## config.mk

```make
export PLATFORM = sky130hd
export DESIGN_NAME = axil_stim_gen
export DESIGN_NICKNAME = d
export VERILOG_FILES = /design/src/rtl/axil_stim_pkg.sv /design/src/rtl/axil_stim_gen.sv
export SDC_FILE = /design/constraint.sdc
export NUM_CORES = 1
export LEC_CHECK = 0
export ABC_AREA = 0
export CORE_ASPECT_RATIO = 1.1
export CORE_MARGIN = 5
export CORE_UTILIZATION = 45
export DETAILED_ROUTE_END_ITERATION = 8
export DONT_BUFFER_PORTS = 1
export PLACE_DENSITY = 0.6
export REMOVE_ABC_BUFFERS = 1
export SYNTH_ARGS = -nofsm -noshare
export SYNTH_HDL_FRONTEND = slang
export SYNTH_SLANG_ARGS = --single-unit
```

## constraint.sdc

```tcl
create_clock -name M_AXI_aclk -period 2.5 [get_ports M_AXI_aclk]
set_input_delay 0.375 -clock M_AXI_aclk [delete_from_list [all_inputs] [get_ports M_AXI_aclk]]
set_output_delay 0.375 -clock M_AXI_aclk [all_outputs]
set_load 0.01 [all_outputs]
```

## src/rtl/axil_stim_pkg.sv

```systemverilog
// Shared types and helpers for the AXI4-Lite stimulus generator.
//   state_t   : sequencer states
//   RESP_OKAY : AXI OKAY response code
//   exp_data  : write/readback pattern for register index idx
//   sat_inc8  : 8-bit saturating increment for the error counter
package axil_stim_pkg;

    typedef enum logic [2:0] {
        WAIT    = 3'd0,
        WR_REQ  = 3'd1,
        WR_RESP = 3'd2,
        RD_REQ  = 3'd3,
        RD_RESP = 3'd4,
        DONE    = 3'd5
    } state_t;

    localparam logic [1:0]  RESP_OKAY = 2'b00;
    localparam int unsigned IDX_W     = 6;
    localparam logic [31:0] DATA_SEED = 32'hA5A5_0000;

    // Pattern written to (and expected back from) register idx
    function automatic logic [31:0] exp_data(input logic [IDX_W-1:0] idx);
        return DATA_SEED + 32'(idx);
    endfunction

    // Error counter sticks at its maximum
    function automatic logic [7:0] sat_inc8(input logic [7:0] v);
        return (v == 8'hFF) ? v : v + 8'd1;
    endfunction

endpackage

```

## src/rtl/axil_stim_gen.sv

```systemverilog
// Self-running AXI4-Lite master: after reset and a start delay it writes
// NUM_REGS words starting at BASE_ADDR, reads them back, then idles in DONE.
// Readback/response errors are counted in r_err_cnt; r_done flags completion.
// Ports:
//   M_AXI_aclk / M_AXI_aresetn : clock, async active-low reset
//   M_AXI_aw* / M_AXI_w*       : write address / data channels (master side)
//   M_AXI_b*                   : write response channel
//   M_AXI_ar* / M_AXI_r*       : read address / data channels
module axil_stim_gen
    import axil_stim_pkg::*;
#(
    parameter int unsigned           DATA_WIDTH  = 32,
    parameter int unsigned           ADDR_WIDTH  = 32,
    parameter logic [ADDR_WIDTH-1:0] BASE_ADDR   = '0,
    parameter int unsigned           NUM_REGS    = 4,
    parameter int unsigned           START_DELAY = 16,
    parameter int unsigned           TIMEOUT     = 1024
) (
    input  logic                      M_AXI_aclk,
    input  logic                      M_AXI_aresetn,
    output logic [ADDR_WIDTH-1:0]     M_AXI_awaddr,
    output logic [2:0]                M_AXI_awprot,
    output logic                      M_AXI_awvalid,
    input  logic                      M_AXI_awready,
    output logic [DATA_WIDTH-1:0]     M_AXI_wdata,
    output logic [DATA_WIDTH/8-1:0]   M_AXI_wstrb,
    output logic                      M_AXI_wvalid,
    input  logic                      M_AXI_wready,
    input  logic [1:0]                M_AXI_bresp,
    input  logic                      M_AXI_bvalid,
    output logic                      M_AXI_bready,
    output logic [ADDR_WIDTH-1:0]     M_AXI_araddr,
    output logic [2:0]                M_AXI_arprot,
    output logic                      M_AXI_arvalid,
    input  logic                      M_AXI_arready,
    input  logic [DATA_WIDTH-1:0]     M_AXI_rdata,
    input  logic [1:0]                M_AXI_rresp,
    input  logic                      M_AXI_rvalid,
    output logic                      M_AXI_rready
);

    localparam int unsigned STRB_W = DATA_WIDTH / 8;
    localparam int unsigned DLY_W  = $clog2(START_DELAY + 2);
    localparam int unsigned TMO_W  = $clog2(TIMEOUT + 2);
    localparam logic [IDX_W-1:0] LAST_IDX = IDX_W'(NUM_REGS - 1);

    // Byte address of word register idx
    function automatic logic [ADDR_WIDTH-1:0] reg_addr(input logic [IDX_W-1:0] idx);
        return BASE_ADDR + ADDR_WIDTH'({idx, 2'b00});
    endfunction

    state_t                  r_state,   w_state;
    logic [IDX_W-1:0]        r_idx,     w_idx;
    logic [DLY_W-1:0]        r_dly_cnt, w_dly_cnt;
    logic [TMO_W-1:0]        r_tmo_cnt, w_tmo_cnt;
    logic [7:0]              r_err_cnt, w_err_cnt;
    logic                    r_done,    w_done;
    logic                    r_awvalid, w_awvalid;
    logic                    r_wvalid,  w_wvalid;
    logic                    r_bready,  w_bready;
    logic                    r_arvalid, w_arvalid;
    logic                    r_rready,  w_rready;
    logic [ADDR_WIDTH-1:0]   r_awaddr,  w_awaddr;
    logic [DATA_WIDTH-1:0]   r_wdata,   w_wdata;
    logic [ADDR_WIDTH-1:0]   r_araddr,  w_araddr;

    logic                    w_err_inc;
    logic                    w_timeout;
    logic                    w_aw_ok;
    logic                    w_w_ok;
    logic                    w_tmo_hit;
    logic                    w_in_hs;
    logic                    w_dly_hit;

    // A channel is finished once its valid has dropped or its ready is seen now
    assign w_aw_ok   = !r_awvalid || M_AXI_awready;
    assign w_w_ok    = !r_wvalid  || M_AXI_wready;
    assign w_tmo_hit = (32'(r_tmo_cnt) + 32'd1) >= TIMEOUT;
    assign w_dly_hit = (32'(r_dly_cnt) + 32'd1) >= START_DELAY;
    assign w_in_hs   = (r_state == WR_REQ) || (r_state == WR_RESP) ||
                       (r_state == RD_REQ) || (r_state == RD_RESP);

    // Next-state and next-output logic
    always_comb begin
        w_state   = r_state;
        w_idx     = r_idx;
        w_dly_cnt = r_dly_cnt;
        w_tmo_cnt = r_tmo_cnt;
        w_err_cnt = r_err_cnt;
        w_done    = r_done;
        w_awvalid = r_awvalid;
        w_wvalid  = r_wvalid;
        w_bready  = r_bready;
        w_arvalid = r_arvalid;
        w_rready  = r_rready;
        w_awaddr  = r_awaddr;
        w_wdata   = r_wdata;
        w_araddr  = r_araddr;
        w_err_inc = 1'b0;
        w_timeout = 1'b0;

        unique case (r_state)
            WAIT: begin
                if (w_dly_hit) begin
                    w_state   = WR_REQ;
                    w_awvalid = 1'b1;
                    w_wvalid  = 1'b1;
                    w_awaddr  = reg_addr('0);
                    w_wdata   = DATA_WIDTH'(exp_data('0));
                end else begin
                    w_dly_cnt = r_dly_cnt + DLY_W'(1);
                end
            end

            WR_REQ: begin
                if (M_AXI_awready) w_awvalid = 1'b0;
                if (M_AXI_wready)  w_wvalid  = 1'b0;
                if (w_aw_ok && w_w_ok) begin
                    w_state  = WR_RESP;
                    w_bready = 1'b1;
                end else if (w_tmo_hit) begin
                    w_timeout = 1'b1;
                end
            end

            WR_RESP: begin
                if (M_AXI_bvalid) begin
                    w_bready = 1'b0;
                    if (M_AXI_bresp != RESP_OKAY) w_err_inc = 1'b1;
                    if (r_idx == LAST_IDX) begin
                        w_idx     = '0;
                        w_state   = RD_REQ;
                        w_arvalid = 1'b1;
                        w_araddr  = reg_addr('0);
                    end else begin
                        w_idx     = r_idx + IDX_W'(1);
                        w_state   = WR_REQ;
                        w_awvalid = 1'b1;
                        w_wvalid  = 1'b1;
                        w_awaddr  = reg_addr(r_idx + IDX_W'(1));
                        w_wdata   = DATA_WIDTH'(exp_data(r_idx + IDX_W'(1)));
                    end
                end else if (w_tmo_hit) begin
                    w_timeout = 1'b1;
                end
            end

            RD_REQ: begin
                if (M_AXI_arready) begin
                    w_arvalid = 1'b0;
                    w_rready  = 1'b1;
                    w_state   = RD_RESP;
                end else if (w_tmo_hit) begin
                    w_timeout = 1'b1;
                end
            end

            RD_RESP: begin
                if (M_AXI_rvalid) begin
                    w_rready = 1'b0;
                    if ((M_AXI_rdata != DATA_WIDTH'(exp_data(r_idx))) ||
                        (M_AXI_rresp != RESP_OKAY)) begin
                        w_err_inc = 1'b1;
                    end
                    if (r_idx == LAST_IDX) begin
                        w_state = DONE;
                        w_done  = 1'b1;
                    end else begin
                        w_idx     = r_idx + IDX_W'(1);
                        w_state   = RD_REQ;
                        w_arvalid = 1'b1;
                        w_araddr  = reg_addr(r_idx + IDX_W'(1));
                    end
                end else if (w_tmo_hit) begin
                    w_timeout = 1'b1;
                end
            end

            DONE: begin
                w_done = 1'b1;
            end

            default: begin
                w_state = WAIT;
            end
        endcase

        // Stalled handshake: abandon the sequence with every valid/ready low
        if (w_timeout) begin
            w_err_inc = 1'b1;
            w_awvalid = 1'b0;
            w_wvalid  = 1'b0;
            w_bready  = 1'b0;
            w_arvalid = 1'b0;
            w_rready  = 1'b0;
            w_state   = DONE;
            w_done    = 1'b1;
        end

        if (w_err_inc) w_err_cnt = sat_inc8(r_err_cnt);

        // Timeout counter measures time spent in the current handshake state
        if (w_state != r_state) begin
            w_tmo_cnt = '0;
        end else if (w_in_hs) begin
            w_tmo_cnt = r_tmo_cnt + TMO_W'(1);
        end

        // Completion is sticky until reset
        if (r_done) w_state = DONE;
    end

    // State and output registers
    always_ff @(posedge M_AXI_aclk or negedge M_AXI_aresetn) begin
        if (!M_AXI_aresetn) begin
            r_state   <= WAIT;
            r_idx     <= '0;
            r_dly_cnt <= '0;
            r_tmo_cnt <= '0;
            r_err_cnt <= '0;
            r_done    <= 1'b0;
            r_awvalid <= 1'b0;
            r_wvalid  <= 1'b0;
            r_bready  <= 1'b0;
            r_arvalid <= 1'b0;
            r_rready  <= 1'b0;
            r_awaddr  <= '0;
            r_wdata   <= '0;
            r_araddr  <= '0;
        end else begin
            r_state   <= w_state;
            r_idx     <= w_idx;
            r_dly_cnt <= w_dly_cnt;
            r_tmo_cnt <= w_tmo_cnt;
            r_err_cnt <= w_err_cnt;
            r_done    <= w_done;
            r_awvalid <= w_awvalid;
            r_wvalid  <= w_wvalid;
            r_bready  <= w_bready;
            r_arvalid <= w_arvalid;
            r_rready  <= w_rready;
            r_awaddr  <= w_awaddr;
            r_wdata   <= w_wdata;
            r_araddr  <= w_araddr;
        end
    end

    assign M_AXI_awaddr  = r_awaddr;
    assign M_AXI_awprot  = 3'b000;
    assign M_AXI_awvalid = r_awvalid;
    assign M_AXI_wdata   = r_wdata;
    assign M_AXI_wstrb   = {STRB_W{1'b1}};
    assign M_AXI_wvalid  = r_wvalid;
    assign M_AXI_bready  = r_bready;
    assign M_AXI_araddr  = r_araddr;
    assign M_AXI_arprot  = 3'b000;
    assign M_AXI_arvalid = r_arvalid;
    assign M_AXI_rready  = r_rready;

endmodule

```

==> run summary <==
GRT overflow: 0
Met2 GRT Util: 21.9%
Vias in the first global route: 1789
Cell Rows: 31
Post-synth ARST share: 100%
Max Cap Viol: 0
Placed insts: 408
Synth Register Bits: 44
P_sw: 300 uW
EDFF count, synth: 0
Clk pwr share: 37.4%
Fin Hold WS: 284 ps
Crit start category: flop
# IOs: 154
Skew-Pair Late Insertion Delay: 290 ps
Pleak: 0.00143 uW
CTS buffer count: 5
Final Hold Viols: 0
Int Power: 965 uW
Core area: 6590 um2
CTS root buf: clkbuf_8
Comb power frac: 6.4%
Worst-Margin Slew: 739 ps
GR met3 Demand/Resource: 3.56%
TritonCTS clock tree: built
Drt initial violations: 67
Vias post-DR: 1989
Layout area overhead: -6.27%
Die Area: 8540 um2
Drt via density: 4.77
Yosys Warn Count: 0
Status: complete, no violations
WL per Instance: 13.5 um
Synthesized area per cell: 8.81 um2
Sequential Power Share: 56.2%
H-tree depth: 2
Final WL: 5.63 mm
Largest net degree at the start of global routing: 45
Slew HR: 50.7%
Power density cells: 442 nW/um2
Clock Path Buffers: 2
Slew Viols, Final: 0
Diode count: 0
Period utilisation layout: 79.8%
Final Critical Period: 1990 ps
Worst Path Arrival: 2200 ps
First-pass GRT wire length: 8.94 mm
Critical path required time: 2710 ps
Post-DRT Antenna Nets: 0
DRT Pass-1 Iters: 4
Die height: 96.4 um
GRT Max-Usage Layer: met2
NumNets Final: 382
Sequential share of the synthesized area: 36.0%
Starting utilization of the core area: 46.3%
RSZ-0062 raised after global routing: false
Switching Fraction: 23.7%
Postcts setup bufs: 0
CP Capture Type: flop
Detail Placement HPWL: 4.17 mm
Netlist cell types: 52
Setup_tns: 0 ps
FILL cells: 647
PortBufs: 0
Syn Inst Count: 347
Reg2reg setup slack: 510 ps
CP Max Fanout: 11
Routability Congestion: 0.845
Max rail drop VDD: 0.275 mV
HP Class: primary input to flop
Worst Setup Path Type: flop to flop
Final Skew: 6.69 ps
Met1 Use GR: 17.3%
Fin cells: 417
Fmax achieved: 501 MHz
Clock sink count: 44
Top_reg_cell synth: dfrtp_1
Residual DRC count: 0
Initial antenna violation count: 0
Die X: 88.6 um
Endpoints failing setup: 0
Layout cells sized above 1: 7.76%
Post-synthesis cell area: 3060 um2
Reg clk slew, reported paths: 80 ps
Total GRT Usage: 13.3%
[through the flow]
stage | util, % | setup slack [ps] | power (uW) | instance area [um2]
2_1_floorplan | - | 618 | 781 | 2590
3_3_place_gp | 41.4 | 526 | 782 | 2730
3_5_place_dp | 41.4 | 493 | 782 | 2730
4_1_cts | 43.4 | 474 | 1280 | 2860
5_1_grt | 43.4 | 312 | 1330 | 2860
6_report | 43.4 | 505 | 1270 | 2860
[critical path: stages (launching register included)]
cell and delay [ps]:
dfrtp_1 440, ha_1 280, nand2b_1 140, or3_4 370, nand4_1 110, a32o_2 320
o21ai_1 100, nor3_1 160
[cells by family after synthesis]
| group | Yosys count | share of synthesized area, % |
|---|---|---|
| AOI/OAI and AO/OA | 60 | 13.3 |
| xor gates and xnor gates | 19 | 5.45 |
| adders and majority gates | 4 | 1.64 |
| buffers and inverters | 112 | 25.8 |
| DFF | 44 | 36.0 |
| muxes | 3 | 1.06 |
| other | 2 | 0.246 |
| and+or+nand+nor | 103 | 16.5 |
[cell usage after synthesis (3+ instances only)]
library cell	instances	area (um2)
a21oi_1	14	70.1
a31oi_1	3	18.8
and3_1	4	25.0
buf_2	3	15.0
buf_4	95	713
clkbuf_1	5	18.8
dfrtp_1	44	1100
ha_1	4	50.1
inv_1	6	22.5
nand2_1	32	120
nand2b_1	4	25.0
nand3_1	16	80.1
nand4_1	5	31.3
nor2_1	22	82.6
nor2b_1	3	18.8
nor3_1	4	20.0
o21ai_0	9	45.0
o21ai_1	8	40.0
o31ai_1	6	45.0
xnor2_1	10	87.6
xor2_1	9	78.8
[metal layers]
layer / part of all wire, % / routed length [um]
met3: 6.4 / 361
met5: 0 / 0
met1: 42 / 2380
met2: 50 / 2830
met4: 0.98 / 55
[area by class of cell]
| cell class | count | area, um2 | area share (%) |
|---|---|---|---|
| inverter | 8 | 30.0 | 1.05 |
| timing repair buffer | 7 | 75.1 | 2.62 |
| tap | 82 | 103 | 3.58 |
| multi-input combinational | 269 | 1460 | 50.9 |
| clock buffer | 7 | 96.3 | 3.36 |
| sequential | 44 | 1100 | 38.4 |
[power by group through the flow]
stage                     registers (uW)  logic (uW)  clock network [uW]
final                                711        81.1                 474
after global routing                 711        93.8                 527
after CTS                            711        77.9                 493
after detailed placement             725        56.3                   0
after global placement               725        56.3                   0
after floorplan                      725        55.8                   0
[registers in the layout (all words and copies together), names as in the netlist, 2 cells and up]
signal / flops
r_state: 3
M_AXI_wdata: 2
r_tmo_cnt: 11
r_dly_cnt: 5
M_AXI_awaddr: 5
M_AXI_araddr: 6
r_idx: 6
[cells in the final DEF (no fill, tap or decap), types with 3 or more instances in the layout]
cell type and count:
o21ai_0 9, nand4_1 5, ha_1 4, o31ai_1 6, a21oi_1 14, nor2b_1 3, nor3_1 4, buf_4 5
o21ai_1 8, xnor2_1 10, and3_1 4, inv_1 6, conb_1 80, a31oi_1 3, xor2_1 9, nand2_1 32
nor2_1 22, dfrtp_1 44, clkbuf_8 7, nand2b_1 4, nand3_1 16
[worst paths after layout]
check                                     startpoint                       end  depth (start not counted)
worst max-delay path            r_idx[0]$_DFFE_PN0P_  r_tmo_cnt[8]$_DFFE_PN0P_                          7
worst min-delay path                   M_AXI_arready      r_state[2]$_DFF_PN0_                          2
worst max register to register  r_idx[0]$_DFFE_PN0P_  r_tmo_cnt[8]$_DFFE_PN0P_                          7
worst min register to register    r_done$_DFFE_PN0P_      r_state[1]$_DFF_PN0_                          1
max in group asynchronous              M_AXI_aresetn      r_idx[3]$_DFFE_PN0P_                          2
min in group asynchronous              M_AXI_aresetn  r_tmo_cnt[7]$_DFFE_PN0P_                          2
[what timing repair did]
| item | in CTS | in global routing |
|---|---|---|
| gates resized for setup | 0 | 0 |
| endpoints found under the setup margin | 0 | 0 |
| hold buffers | 2 | 0 |
| endpoints found under the hold margin | 44 | 0 |
Power figures use the tool's default switching activity.
